[config.mk]
export PLATFORM = sky130hd
export DESIGN_NAME = uart_tx_serializer
export DESIGN_NICKNAME = d
export VERILOG_FILES = /design/src/rtl/uart_pkg.sv /design/src/rtl/uart_baud_gen.sv /design/src/rtl/uart_tx_serializer.sv
export SDC_FILE = /design/constraint.sdc
export NUM_CORES = 1
export LEC_CHECK = 0
export CAP_MARGIN = 20
export CORE_MARGIN = 3
export CORE_UTILIZATION = 56
export CTS_CLUSTER_DIAMETER = 80
export CTS_CLUSTER_SIZE = 30
export DETAILED_ROUTE_END_ITERATION = 16
export DONT_BUFFER_PORTS = 1
export PLACE_DENSITY = 0.71
export SYNTH_ARGS = -nofsm -noshare
export SYNTH_HDL_FRONTEND = slang
export SYNTH_SLANG_ARGS = --single-unit
[constraint.sdc]
create_clock -name clk -period 1.9 [get_ports clk]
set_clock_uncertainty 0.05 [all_clocks]
set_input_delay 0.19 -clock clk [delete_from_list [all_inputs] [get_ports clk]]
set_output_delay 0.19 -clock clk [all_outputs]
set_load 0.1 [all_outputs]
[src/rtl/uart_pkg.sv]
// Shared UART transmitter types: FSM states, parity modes, baud divisor helper.
// No logic, no latency.
// No flow control; definitions only.
package uart_pkg;

    typedef enum logic [2:0] {
        S_IDLE,
        S_LOAD,
        S_START,
        S_DATA,
        S_PARITY,
        S_STOP
    } state_t;

    localparam int unsigned PARITY_NONE = 0;
    localparam int unsigned PARITY_EVEN = 1;
    localparam int unsigned PARITY_ODD  = 2;

    function automatic int unsigned clks_per_bit(input int unsigned clk_freq,
                                                 input int unsigned baud);
        return clk_freq / baud;
    endfunction

endpackage

[src/rtl/uart_baud_gen.sv]
// Bit-period timer: counts 0..CLKS_PER_BIT-1, bit_done on the last count.
// bit_done is combinational from the count; restart zeroes the count next cycle.
// No backpressure; free-running except for restart.
module uart_baud_gen #(
    parameter int unsigned CLKS_PER_BIT = 868
) (
    input  logic clk,
    input  logic rst_n,
    input  logic restart,
    output logic bit_done
);

    localparam int unsigned CW = (CLKS_PER_BIT > 1) ? $clog2(CLKS_PER_BIT) : 1;
    localparam logic [CW-1:0] LAST = CW'(CLKS_PER_BIT - 1);

    logic [CW-1:0] cnt_q;
    logic [CW-1:0] cnt_d;

    assign bit_done = (cnt_q == LAST);

    always_comb begin
        cnt_d = cnt_q + CW'(1);
        if (restart || bit_done) begin
            cnt_d = '0;
        end
    end

    always_ff @(posedge clk or negedge rst_n) begin
        if (!rst_n) begin
            cnt_q <= '0;
        end else begin
            cnt_q <= cnt_d;
        end
    end

endmodule

[src/rtl/uart_tx_serializer.sv]
// UART transmitter: serializes 8-bit characters as 8N1/8E1/8O1/8N2 frames on txd.
// Latency: pulse (1 cycle) + LOAD (1 cycle) before the start bit; txd is registered.
// Backpressure: one transmit_ready pulse per character, only when idle and enabled.
module uart_tx_serializer
    import uart_pkg::*;
#(
    parameter int unsigned CLK_FREQ  = 100000000,
    parameter int unsigned BAUD      = 115200,
    parameter int unsigned PARITY    = PARITY_NONE,
    parameter int unsigned STOP_BITS = 1
) (
    input  logic       clk,
    input  logic       rst,
    input  logic [7:0] word,
    input  logic       connection_status,
    output logic       transmit_ready,
    output logic       txd,
    output logic       busy
);

    localparam int unsigned CPB = clks_per_bit(CLK_FREQ, BAUD);

    state_t     state_q, state_d;
    logic [7:0] shift_q, shift_d;
    logic [2:0] bit_cnt_q, bit_cnt_d;
    logic       parity_q, parity_d;
    logic       txd_q, txd_d;
    logic       ready_q, ready_d;
    logic       bit_done;
    logic       restart;

    uart_baud_gen #(
        .CLKS_PER_BIT(CPB)
    ) u_baud (
        .clk      (clk),
        .rst_n    (rst),
        .restart  (restart),
        .bit_done (bit_done)
    );

    always_comb begin
        state_d   = state_q;
        shift_d   = shift_q;
        bit_cnt_d = bit_cnt_q;
        parity_d  = parity_q;

        unique case (state_q)
            S_IDLE: begin
                if (ready_q) begin
                    state_d = S_LOAD;
                end
            end
            S_LOAD: begin
                shift_d  = word;
                parity_d = (^word) ^ (PARITY == PARITY_ODD);
                state_d  = S_START;
            end
            S_START: begin
                if (bit_done) begin
                    state_d = S_DATA;
                end
            end
            S_DATA: begin
                if (bit_done) begin
                    shift_d   = shift_q >> 1;
                    bit_cnt_d = bit_cnt_q + 3'd1;
                    if (bit_cnt_q == 3'd7) begin
                        state_d = (PARITY != PARITY_NONE) ? S_PARITY : S_STOP;
                    end
                end
            end
            S_PARITY: begin
                if (bit_done) begin
                    state_d = S_STOP;
                end
            end
            S_STOP: begin
                // bit_cnt is reused to count stop bits; it is zero on entry.
                if (bit_done) begin
                    if (bit_cnt_q == 3'(STOP_BITS - 1)) begin
                        bit_cnt_d = 3'd0;
                        state_d   = S_IDLE;
                    end else begin
                        bit_cnt_d = bit_cnt_q + 3'd1;
                    end
                end
            end
            default: begin
                state_d = S_IDLE;
            end
        endcase

        restart = (state_d != state_q);

        // Pulse lands in the IDLE cycle; LOAD follows unconditionally.
        ready_d = (state_d == S_IDLE) && connection_status;

        // Line value follows the next state so txd_q lines up with state_q.
        unique case (state_d)
            S_START:  txd_d = 1'b0;
            S_DATA:   txd_d = shift_d[0];
            S_PARITY: txd_d = parity_d;
            default:  txd_d = 1'b1;
        endcase
    end

    always_ff @(posedge clk or negedge rst) begin
        if (!rst) begin
            state_q   <= S_IDLE;
            shift_q   <= 8'h00;
            bit_cnt_q <= 3'd0;
            parity_q  <= 1'b0;
            txd_q     <= 1'b1;
            ready_q   <= 1'b0;
        end else begin
            state_q   <= state_d;
            shift_q   <= shift_d;
            bit_cnt_q <= bit_cnt_d;
            parity_q  <= parity_d;
            txd_q     <= txd_d;
            ready_q   <= ready_d;
        end
    end

    assign transmit_ready = ready_q;
    assign txd            = txd_q;
    assign busy           = (state_q != S_IDLE);

endmodule

==> impl_metrics.json <==
{
  "synth_edf_count": 0,
  "synth_seq_cells": 27,
  "clockBufferDepth": 2,
  "fp-row-count": 17,
  "cts_tree": "done",
  "antenna_found_initial": 0,
  "area_growth_pct": 27.2,
  "start_util": 0.624,
  "r2r_start": "u_baud.cnt_q[3]",
  "dieArea_um2": 3280,
  "cts_max_level": 1,
  "min_period_over_period": 1.03,
  "setup_viol": 2,
  "drtPass1Iterations": 4,
  "p_total_mw": 1.99,
  "yosysUniqueCellTypes": 41,
  "yosysTopAreaCell": "dfrtp_1",
  "synth_top_area_share": 0.441,
  "async_flop_share": 1.00,
  "layout.nets": 199,
  "drc_errors": 0,
  "fmax_mhz": 512,
  "layout.cells.non_filler": 211,
  "fin_util": 0.794,
  "drtIter0Drc": 90,
  "port_buffers": 0,
  "path_cells": "or3b_4, or3_2, o211ai_1, a21o_1, o31a_1",
  "ant_nets": 0,
  "slowest_stage": "or3_2",
  "diodes": 0,
  "num-fill-cells": 157,
  "cts-root-buf": "clkbuf_4",
  "syn_area_um2": 1470,
  "cts_made_buffers": 3,
  "vdd_ir_drop_max_mv": 0.887,
  "critPathLaunch": "u_baud.cnt_q[3]",
  "place_congestion": 0.843,
  "clock_latency_ns": 0.32,
  "crit_path_start_kind": "register",
  "worstMarginPinSlew_ns": 0.491,
  "grt_pass1_vias": 1282,
  "place_inst": 194,
  "cap_violations": 0,
  "powerDensity_nw_per_um2": 1060,
  "worst-setup-path-type": "register to register",
  "status": "finished with violations",
  "gr-usage-all-layers": 0.215,
  "seq_area_frac_synth": 0.459,
  "final_hold_viol_count": 0,
  "final_common_cell": "buf_4",
  "fp.coreArea_um2": 2360,
  "hpwlAfterDp_mm": 2.35,
  "netlist_top_cells_area": "dfrtp_1 (44%), xnor2_1 (5.3%), o22ai_1 (5.1%)",
  "synth_flop_cell": "dfrtp_1",
  "hold_start": "word[3]",
  "worst_path_largest_cell_delay_ns": 0.45,
  "slew_viol_final": 0,
  "arrival_ns": 2.18,
  "fin_crit_ns": 1.95,
  "die_h_um": 57.3,
  "wl_mm": 3.47,
  "critPathCaptureType": "register",
  "grt_pass1_wl_mm": 5.59,
  "wl_per_cell_um": 16.5,
  "failed_checks": "setup timing",
  "via_count": 1250,
  "syn_inst": 147,
  "clk_pin_slew_worst_paths_ns": 0.15,
  "syn-num-nets": 162,
  "power_leakage_nw": 0.837,
  "grt_max_degree": 28,
  "layout_setup_ws_ns": -0.0522,
  "worstPathRequired_ns": 2.13,
  "relSlewSlack": 0.673,
  "cts.sinks": 27,
  "path_max_fanout": 5,
  "layout.cells.most_common_list": "buf_4 (28), dfrtp_1 (25), nor2_1 (12), o22ai_1 (12), nand2_1 (10)",
  "vias_per_cell": 5.92,
  "die_x_um": 57.3,
  "rsz0062_at_grt": "true",
  "synth.avg_cell_area_um2": 10.0,
  "final.setup.tns_ns": -0.0729,
  "yosysWarnings": 0,
  "ios": 14,
  "drive_gt1_frac": 0.295,
  "gr-total-overflow": 0,
  "post-place-ws_ns": 0.00842,
  "hold_path.class": "input port to register"
}
-- cells in the mapped netlist (all sizes together), types with 2 or more instances --
| cell | instances |
|---|---|
| o22ai | 12 |
| a21oi | 7 |
| or3b | 2 |
| nor2 | 12 |
| nand3 | 9 |
| a32o | 2 |
| dfrtp | 26 |
| nor3 | 2 |
| inv | 6 |
| ha | 4 |
| xnor2 | 9 |
| nand2b | 2 |
| clkbuf | 5 |
| nand4 | 2 |
| and3 | 3 |
| and2 | 2 |
| nand2 | 11 |
| or3 | 2 |
| a21o | 2 |
| xor2 | 7 |
| o21ai | 4 |
-- path summary, 6_finish.rpt --
path | end | slack, ns | cells past startpoint
worst max-delay path | txd | -0.05 | 5
worst min-delay path | shift_q[3] | 0.03 | 2
worst max register to register | txd | -0.05 | 5
worst min register to register | shift_q[7] | 0.48 | 1
max in group asynchronous | txd | 1.34 | 2
min in group asynchronous | shift_q[4] | 0.23 | 2
-- metal layers --
layer / routed length [µm] / track usage / part of all wire
met1: 1500 / 0.282 / 0.43
met2: 1750 / 0.352 / 0.50
met3: 154 / 0.0430 / 0.044
met4: 70 / 0.0828 / 0.020
met5: 0 / 0 / 0
-- registers in the layout, summed over array words and instances, names as in the netlist --
name	cells
shift_q	8
transmit_ready	1
parity_q	1
txd	1
u_baud.cnt_q	10
state_q	3
bit_cnt_q	3
-- repair_timing --
action                                  4_1_cts  5_1_grt
pin swaps                                     1        6
resized for setup                             1       10
hold buffers                                  8        1
setup buffers                                 0        4
endpoints found under the hold margin        33        1
endpoints found under the setup margin        1       22
-- report_power, final --
group,internal (mW),switching (mW)
Combinational,0.450,0.473
Sequential,0.705,0.112
Clock,0.0790,0.172
Total,1.23,0.757
-- through the flow --
| stage | cell area, µm² | hold WS (ns) |
|---|---|---|
| 2_1_floorplan | 1480 | -0.156 |
| 3_3_place_gp | 1660 | -0.155 |
| 3_5_place_dp | 1660 | -0.155 |
| 4_1_cts | 1780 | 0.00336 |
| 5_1_grt | 1870 | 0.0472 |
| 6_report | 1870 | 0.0258 |
-- worst max-delay path: cells and delay by family (launching register included) --
family	cells	cell delay (ns)
and+or+nand+nor	2	0.88
AOI/OAI and AO/OA	3	0.56
DFF	1	0.41
-- layout make-up --
cell class / count / area, µm² / area share
Clock buffer: 3 / 22.5 / 0.0120
Clock inverter: 1 / 5.00 / 0.00267
Inverter: 6 / 22.5 / 0.0120
Multi-Input combinational cell: 108 / 781 / 0.417
Sequential cell: 27 / 678 / 0.362
Tap cell: 28 / 35.0 / 0.0187
Timing Repair Buffer: 38 / 330 / 0.176
-- cell families (layout without fill, tap and decap cells) --
kind of cell,after synthesis,count (layout),share of synthesized area
and+or+nand+nor,55,55,0.205
AOI/OAI and AO/OA,32,32,0.147
DFF,27,27,0.459
xor gates and xnor gates,16,16,0.0951
buffers and inverters,12,48,0.0518
adders and majority gates,4,4,0.0340
muxes,1,1,0.00764
(Power assumes the default switching activity.)
